## config.mk

```make
export PLATFORM = sky130hd
export DESIGN_NAME = darkbus_arbiter_flat
export DESIGN_NICKNAME = d
export VERILOG_FILES = /design/src/rtl/darkbus_arbiter_if.sv /design/src/rtl/darkbus_arbiter.sv /design/src/flat_wrapper.sv
export SDC_FILE = /design/constraint.sdc
export NUM_CORES = 1
export LEC_CHECK = 0
export BUFFER_PORTS_ARGS = -buffer_cell sky130_fd_sc_hd__buf_4
export CORE_AREA = 2 2 122 124
export DETAILED_ROUTE_END_ITERATION = 8
export DIE_AREA = 0 0 124 126
export PLACE_DENSITY = 0.66
export SYNTH_ARGS = -nofsm -noshare
export SYNTH_HDL_FRONTEND = slang
export SYNTH_SLANG_ARGS = --single-unit
```

## constraint.sdc

```tcl
create_clock -name clk -period 3.7 [get_ports clk]
set_input_delay 0.74 -clock clk [delete_from_list [all_inputs] [get_ports clk]]
set_output_delay 0.74 -clock clk [all_outputs]
set_load 0.02 [all_outputs]
```

## src/rtl/darkbus_arbiter_if.sv

```systemverilog
// darkbus port bundle: one request/response channel.
// master drives the request, slave returns data and completion.
interface darkbus_arbiter_if;
    logic        en;
    logic        rw;
    logic [3:0]  be;
    logic [31:0] addr;
    logic [31:0] wdata;
    logic [31:0] rdata;
    logic        valid;
    logic        err;

    modport master (
        output en, rw, be, addr, wdata,
        input  rdata, valid
    );

    modport slave (
        input  en, rw, be, addr, wdata,
        output rdata, valid, err
    );
endinterface

```

## src/rtl/darkbus_arbiter.sv

```systemverilog
// Two-master round-robin arbiter for the darkbus memory port,
// one outstanding transaction, registered response, timeout error.
module darkbus_arbiter #(
    parameter int TIMEOUT = 255,
    parameter int CW      = 16
) (
    input  logic             clk,
    input  logic             res,
    darkbus_arbiter_if.slave  m0,
    darkbus_arbiter_if.slave  m1,
    darkbus_arbiter_if.master s
);
    typedef enum logic [1:0] {IDLE, BUSY, RESP} state_t;

    localparam logic [CW-1:0] LAST_CNT = CW'(TIMEOUT - 1);

    state_t        state;
    logic          grant;
    logic          last;
    logic [CW-1:0] cnt;
    logic          valid0;
    logic          valid1;
    logic          err0;
    logic          err1;
    logic [31:0]   rdata0;
    logic [31:0]   rdata1;
    logic          busy;
    logic          done;

    assign busy = (state == BUSY);
    assign done = s.valid || (cnt == LAST_CNT);

    always_comb begin
        s.en    = busy;
        s.rw    = 1'b0;
        s.be    = '0;
        s.addr  = '0;
        s.wdata = '0;
        if (busy) begin
            if (grant) begin
                s.rw    = m1.rw;
                s.be    = m1.be;
                s.addr  = m1.addr;
                s.wdata = m1.wdata;
            end else begin
                s.rw    = m0.rw;
                s.be    = m0.be;
                s.addr  = m0.addr;
                s.wdata = m0.wdata;
            end
        end
    end

    assign m0.valid = valid0;
    assign m0.err   = err0;
    assign m0.rdata = rdata0;
    assign m1.valid = valid1;
    assign m1.err   = err1;
    assign m1.rdata = rdata1;

    always_ff @(posedge clk) begin
        if (!res) begin
            state  <= IDLE;
            grant  <= 1'b0;
            last   <= 1'b1;
            cnt    <= '0;
            valid0 <= 1'b0;
            valid1 <= 1'b0;
            err0   <= 1'b0;
            err1   <= 1'b0;
            rdata0 <= '0;
            rdata1 <= '0;
        end else begin
            valid0 <= 1'b0;
            valid1 <= 1'b0;
            err0   <= 1'b0;
            err1   <= 1'b0;
            unique case (state)
                IDLE: begin
                    if (m0.en || m1.en) begin
                        // tie goes to whoever was not served last
                        grant <= (m0.en && m1.en) ? ~last : m1.en;
                        state <= BUSY;
                    end
                end
                BUSY: begin
                    cnt <= cnt + 1'b1;
                    if (done) begin
                        last  <= grant;
                        cnt   <= '0;
                        state <= RESP;
                        if (grant) begin
                            valid1 <= 1'b1;
                            err1   <= ~s.valid;
                            if (!s.valid)
                                rdata1 <= '0;
                            else if (!s.rw)
                                rdata1 <= s.rdata;
                        end else begin
                            valid0 <= 1'b1;
                            err0   <= ~s.valid;
                            if (!s.valid)
                                rdata0 <= '0;
                            else if (!s.rw)
                                rdata0 <= s.rdata;
                        end
                    end
                end
                RESP: state <= IDLE;
                default: state <= IDLE;
            endcase
        end
    end
endmodule

```

## src/flat_wrapper.sv

```systemverilog
// flat-port wrapper written by rule: the top's interface ports become plain ports
module darkbus_arbiter_flat 
#(
    parameter int TIMEOUT = 255,
    parameter int CW      = 16
)
  (clk, res, m0_en, m0_rw, m0_be, m0_addr, m0_wdata, m0_rdata, m0_valid, m0_err, m1_en, m1_rw, m1_be, m1_addr, m1_wdata, m1_rdata, m1_valid, m1_err, s_en, s_rw, s_be, s_addr, s_wdata, s_rdata, s_valid);
  darkbus_arbiter_if m0_i ();
  darkbus_arbiter_if m1_i ();
  darkbus_arbiter_if s_i ();
  input  logic clk;
  input  logic res;
  input wire logic [$bits(m0_i.en)-1:0] m0_en;
  input wire logic [$bits(m0_i.rw)-1:0] m0_rw;
  input wire logic [$bits(m0_i.be)-1:0] m0_be;
  input wire logic [$bits(m0_i.addr)-1:0] m0_addr;
  input wire logic [$bits(m0_i.wdata)-1:0] m0_wdata;
  output wire logic [$bits(m0_i.rdata)-1:0] m0_rdata;
  output wire logic [$bits(m0_i.valid)-1:0] m0_valid;
  output wire logic [$bits(m0_i.err)-1:0] m0_err;
  input wire logic [$bits(m1_i.en)-1:0] m1_en;
  input wire logic [$bits(m1_i.rw)-1:0] m1_rw;
  input wire logic [$bits(m1_i.be)-1:0] m1_be;
  input wire logic [$bits(m1_i.addr)-1:0] m1_addr;
  input wire logic [$bits(m1_i.wdata)-1:0] m1_wdata;
  output wire logic [$bits(m1_i.rdata)-1:0] m1_rdata;
  output wire logic [$bits(m1_i.valid)-1:0] m1_valid;
  output wire logic [$bits(m1_i.err)-1:0] m1_err;
  output wire logic [$bits(s_i.en)-1:0] s_en;
  output wire logic [$bits(s_i.rw)-1:0] s_rw;
  output wire logic [$bits(s_i.be)-1:0] s_be;
  output wire logic [$bits(s_i.addr)-1:0] s_addr;
  output wire logic [$bits(s_i.wdata)-1:0] s_wdata;
  input wire logic [$bits(s_i.rdata)-1:0] s_rdata;
  input wire logic [$bits(s_i.valid)-1:0] s_valid;
  assign m0_i.en = m0_en;
  assign m0_i.rw = m0_rw;
  assign m0_i.be = m0_be;
  assign m0_i.addr = m0_addr;
  assign m0_i.wdata = m0_wdata;
  assign m0_rdata = m0_i.rdata;
  assign m0_valid = m0_i.valid;
  assign m0_err = m0_i.err;
  assign m1_i.en = m1_en;
  assign m1_i.rw = m1_rw;
  assign m1_i.be = m1_be;
  assign m1_i.addr = m1_addr;
  assign m1_i.wdata = m1_wdata;
  assign m1_rdata = m1_i.rdata;
  assign m1_valid = m1_i.valid;
  assign m1_err = m1_i.err;
  assign s_en = s_i.en;
  assign s_rw = s_i.rw;
  assign s_be = s_i.be;
  assign s_addr = s_i.addr;
  assign s_wdata = s_i.wdata;
  assign s_i.rdata = s_rdata;
  assign s_i.valid = s_valid;
  darkbus_arbiter #(.TIMEOUT(TIMEOUT), .CW(CW)) u_core (.clk(clk), .res(res), .m0(m0_i), .m1(m1_i), .s(s_i));
endmodule
```

==> impl_metrics.ini, run 1 <==
[route]
ant_nets = 0
vias = 5117
drt_iter0_drc = 314
drc = 0
wl_per_cell_um = 16.6
viasPerCell = 4.93
dr.pass1.iters = 4
drt_wl_total_um = 17200

[sta]
fin_skew_ns = 0.00873
report.final.hold_viol_count = 0
rsz0062_at_grt = no
setup-violations-final = 0
fin_tns_setup_ns = 0
tightest_slew_ns = 0.801
maxSlewHeadroom_pct = 46.6
fmax_mhz = 360
min_period_ns = 2.78
finalMaxSlewViolations = 0
finalCritPeriodShare_pct = 75.2

[synth]
synth_top_area_cell = dfxtp_1
seq_area_frac_synth_pct = 36.8
ys_types = 43
synth_area_um2 = 4790
synth_flop_cell = dfxtp_1
synthArstFlopShare_pct = 0
syn-num-nets = 749
yosys-top-cells-area = dfxtp_1 37%, mux2i_1 14%, a21boi_1 7.7%
syn_inst = 572
synth-seq-cells = 88
synth_edf_count = 0
synth_top_area_share_pct = 36.8
synth.avg_cell_area_um2 = 8.38
ys_warn_count = 0

[pwr]
ir_worst_vdd_mv = 0.217
leakage_uw = 0.00322
fin_total_pwr_uw = 2590
power.density_nw_per_um2 = 347

[global_routing]
overflow = 0
grt_max_degree = 75
grt.total_usage_pct = 21.3
first_global_vias = 4841
grt_pass1_wl_um = 25900
grt_antenna_before_repair = 1

[critical_path]
startpoint_type = register
critical_path.max_fanout = 47
critPathMostFrequentCell = buf_4
cp.buffers_inverters = 2
cp.arrival_ns = 2.04
required_ns = 2.96
crit_family = flip-flops
cp_slowest_stage_delay_ns = 0.83
rrSetupSlack_ns = 1.39
path_class = reg -> out
slowest_stage = dfxtp_4
crit_path_end_kind = primary output
crit_chain = buf_4 > mux2i_1 > nor2_1 > buf_4

[cells_and_area]
layout_commonest_cell = buf_4
layout.nets = 1024
layout_common_cells = 320 x buf_4, 87 x dfxtp_1, 79 x nor2_1, 71 x nand3_1, 69 x mux2i_1
layout-drive-gt1-share_pct = 40.7
area_growth_pct = 55.9

[cts]
cts_hold_buf = 0
htreeDepth = 3
cts_tree = yes
clock-sinks = 88
postCtsSetupBuffers = 0
path_clk_slew_ns = 0.06
cts_buffer_depth = 2
root_buffer = clkbuf_16
cts_buffers = 9
cts_resized = 0
insertion_delay_ns = 0.34

[floorplanning]
num_rows = 44
die_h_um = 126
start_util_pct = 33.5
core_um2 = 14300
die_w_um = 124
dieArea_um2 = 15600
ios = 313

[flow_run]
maxCapViolCount = 0

[min_path]
hold_path_class = reg -> reg

[placement]
hpwl_um = 13200
place_congestion = 0.821
portBuffers = 312

[outcome]
outcome = completed
==> registers in the layout, summed over array words and instances (netlist names) <==
| signal | flops |
|---|---|
| u_core.m1.valid | 1 |
| u_core.m1.err | 1 |
| u_core.cnt | 16 |
| u_core.last | 1 |
| u_core.m0.valid | 1 |
| u_core.m0.rdata | 32 |
| u_core.state | 2 |
| u_core.m0.err | 1 |
| u_core.m1.rdata | 32 |
| u_core.grant | 1 |
==> area by class of cell <==
type | instances | area, um^2
clock buffers | 11 | 233
fillers | 1395 | 6840
clock inverters | 5 | 81.3
well taps | 184 | 230
inverters | 4 | 17.5
repair buffers | 321 | 2420
diodes | 1 | 2.50
flip-flops and latches | 88 | 1770
multi-input cells | 423 | 2720
==> power breakdown <==
group          switching, uW  total, uW  internal (uW)
Sequential              29.2        998            969
Combinational            324        631            307
Clock                    371        963            592
==> worst min-delay path: stages (launching register included) <==
cell      delay, ns
dfxtp_1        0.30
o21ai_0        0.06
a21boi_1       0.06
==> routing by layer <==
metal / global-route usage (%) / share of wire, % / vias to the layer above
met5: 0 / 0.093 / -
met1: 26.2 / 40 / 2345
met2: 35.2 / 48 / 188
met4: 6.48 / 1.7 / 2
li1: - / - / 2564
met3: 7.07 / 9.8 / 18
==> cells in the mapped netlist (2+ instances only) <==
| master | n |
|---|---|
| nand3_1 | 71 |
| nor4_1 | 3 |
| or3_1 | 4 |
| nor3_1 | 3 |
| nor2_1 | 79 |
| a21boi_1 | 49 |
| xor2_1 | 7 |
| o21ai_1 | 19 |
| buf_6 | 7 |
| buf_2 | 16 |
| and3_1 | 3 |
| and2_1 | 2 |
| a21boi_0 | 19 |
| ha_1 | 2 |
| nand2_1 | 11 |
| o21ai_0 | 51 |
| buf_1 | 3 |
| mux2i_1 | 69 |
| buf_4 | 5 |
| a21oi_1 | 6 |
| clkbuf_2 | 2 |
| nor2b_1 | 2 |
| nand4_1 | 5 |
| a31oi_1 | 2 |
| inv_1 | 3 |
| clkbuf_1 | 24 |
| dfxtp_1 | 88 |
| and4_1 | 2 |
==> cells by family (layout without fill, tap and decap cells) <==
family	after synthesis	after routing	synth area share, %
AND/OR/NAND/NOR	194	194	20.0
AO/OA/AOI/OAI	150	150	20.1
flip-flops	88	88	36.8
multiplexers	69	69	14.4
buffers and inverters	61	341	6.79
XOR/XNOR	8	8	1.46
adder cells (fa/ha/maj)	2	2	0.522
other	0	1	0
==> final timing paths <==
check | from | to | cells past startpoint
hold / removal | u_core.m0.rdata[6] | u_core.m0.rdata[6] | 2
hold reg to reg | u_core.m0.rdata[6] | u_core.m0.rdata[6] | 2
setup reg to reg | u_core.state[1] | u_core.m1.rdata[5] | 5
setup / recovery | u_core.grant | s_wdata[11] | 4
==> metrics by stage <==
stage               hold WS [ns]  cells  instance area, um^2  util [%]  worst slack [ns]
floorplan                  0.452    572                 4790         -              1.65
global placement           0.461   1020                 7150      50.0              1.28
detailed placement         0.466   1020                 7150      50.0              1.27
CTS                        0.475   1036                 7470      52.2             0.908
global route               0.495   1036                 7470      52.2             0.766
finish                     0.477   1037                 7470      52.2             0.919
(Power assumes the default switching activity.)
==> run 2, diff against run 1 <==
clock period = 2.91 ns   (was 3.7 ns; I/O delays follow)
==> run 2 against run 1 <==
Register-to-register slack worse by 0.66 ns. Die area is the same. Non-clock buffer count rose by 4. Setup slack worse by 0.50 ns. Global-route usage up 0.41 points. Via count grew 0.86%. First-iteration DRC count grew 45%. Sequential power up 26%. Clock power increased by 17%. Sequential share of layout area hardly changed. Power grew 24%. Largest power group unchanged. Critical path depth is the same. Critical endpoint is now s_wdata[18].
==> impl_metrics.ini, run 2 (synthesis results as in run 1) <==
[critical_path]
slowest_stage = dfxtp_4
required_ns = 2.33
cp.arrival_ns = 1.91
critical_path.max_fanout = 37
critPathMostFrequentCell = buf_4
crit_path_end_kind = primary output
r2r-start = u_core.cnt[0]
cp.buffers_inverters = 2
startpoint = u_core.grant
path_class = reg -> out
crit_chain = buf_4 > mux2i_1 > nor2_1 > buf_4
rrSetupSlack_ns = 0.73
startpoint_type = register
crit_family = flip-flops
cp_slowest_stage_delay_ns = 0.74

[sta]
fin_tns_setup_ns = 0
setup-violations-final = 0
rsz0062_at_grt = no
report.final.hold_viol_count = 0
finalCritPeriodShare_pct = 85.7
fmax_mhz = 401
maxSlewHeadroom_pct = 56.3
whs_ns = 0.476
tightest_slew_ns = 0.654
fin_skew_ns = 0.00800
min_period_ns = 2.49
finalMaxSlewViolations = 0
fin_ws_ns = 0.417

[min_path]
hold_path_class = reg -> reg
hold_path_startpoint = u_core.m0.rdata[24]

[floorplanning]
die_h_um = 126
ios = 313
dieArea_um2 = 15600
start_util_pct = 33.5
die_w_um = 124
core_um2 = 14300
num_rows = 44

[placement]
place_congestion = 0.831
portBuffers = 312
dp_slack_ns = 0.771
hpwl_um = 13500
dpl.cell_count = 1024

[cells_and_area]
multi_input_area_um2 = 2720
ff_latch_area_um2 = 1770
layout-drive-gt1-share_pct = 41.0
layout.nets = 1028
final_core_util_pct = 52.3
layout_common_cells = 323 x buf_4, 87 x dfxtp_1, 79 x nor2_1, 71 x nand3_1, 69 x mux2i_1
layout_commonest_cell = buf_4
fin_cells = 1039
nFillCells = 1421
area_growth_pct = 56.2

[global_routing]
grt_antenna_before_repair = 2
first_global_vias = 4720
overflow = 0
grt.total_usage_pct = 21.7
grt_pass1_wl_um = 26100
grt_max_degree = 70

[cts]
htreeDepth = 3
clock-sinks = 88
cts_hold_buf = 0
cts_buffers = 9
postCtsSetupBuffers = 0
cts_resized = 0
cts_tree = yes
insertion_delay_ns = 0.34
path_clk_slew_ns = 0.06
cts_buffer_depth = 2
root_buffer = clkbuf_16

[pwr]
power.density_nw_per_um2 = 429
pwr-share-seq_pct = 39.3
p_clk_share_pct = 35.2
intPower_uw = 2310
combPwrFrac_pct = 25.5
ir_worst_vdd_mv = 0.236
swShare_pct = 28.2
p_switching_uw = 905
leakage_uw = 0.00324

[route]
wl_per_cell_um = 16.8
drt_iter0_drc = 456
ant_nets = 0
drt_wl_total_um = 17500
dr.pass1.iters = 7
viasPerCell = 4.97
vias = 5161
drc = 0

[outcome]
outcome = completed

[flow_run]
maxCapViolCount = 0
[run 2: area by class of cell]
| class | instances | share of cell area [%] |
|---|---|---|
| inverter | 4 | 0.234 |
| tap | 184 | 3.08 |
| timing repair buffer | 325 | 32.9 |
| antenna | 1 | 0.0334 |
| multi-input combinational | 423 | 36.3 |
| clock inverter | 3 | 0.585 |
| sequential | 88 | 23.6 |
| clock buffer | 11 | 3.24 |
[run 2: worst paths after layout]
path,end,cells after the start
setup / recovery,s_wdata[18],4
hold / removal,u_core.m0.rdata[24],2
setup reg to reg,u_core.m1.rdata[11],7
hold reg to reg,u_core.m0.rdata[24],2
[run 2: tightest hold or removal path: cells and delay by family (launching register included)]
kind	cells	cell delay [ns]
AO/OA/AOI/OAI	2	0.12
flip-flops	1	0.31
[run 2: through the flow]
stage          power [uW]  instance area [um^2]
2_1_floorplan        1700                  4790
3_3_place_gp         2110                  7200
3_5_place_dp         2110                  7200
4_1_cts              3240                  7480
5_1_grt              3370                  7480
6_report             3210                  7480
[run 2: routing by layer]
metal  routed length [um]  share of wire (%)  vias to the layer above  global-route usage, %
met3                 1610                9.2                       24                   6.75
met2                 8380                 48                      217                   34.8
met5                   29               0.17                        -                      0
met4                  301                1.7                        4                   6.54
met1                 7120                 41                     2335                   27.9
li1                     -                  -                     2581                      -
[run 2: power by group through the flow]
| stage | Combinational, uW | Sequential (uW) | Clock (uW) |
|---|---|---|---|
| 3_5_place_dp | 822 | 1290 | 0 |
| 6_report | 818 | 1260 | 1130 |
| 3_3_place_gp | 818 | 1290 | 0 |
| 2_1_floorplan | 406 | 1300 | 0 |
| 5_1_grt | 879 | 1270 | 1220 |
| 4_1_cts | 824 | 1260 | 1150 |
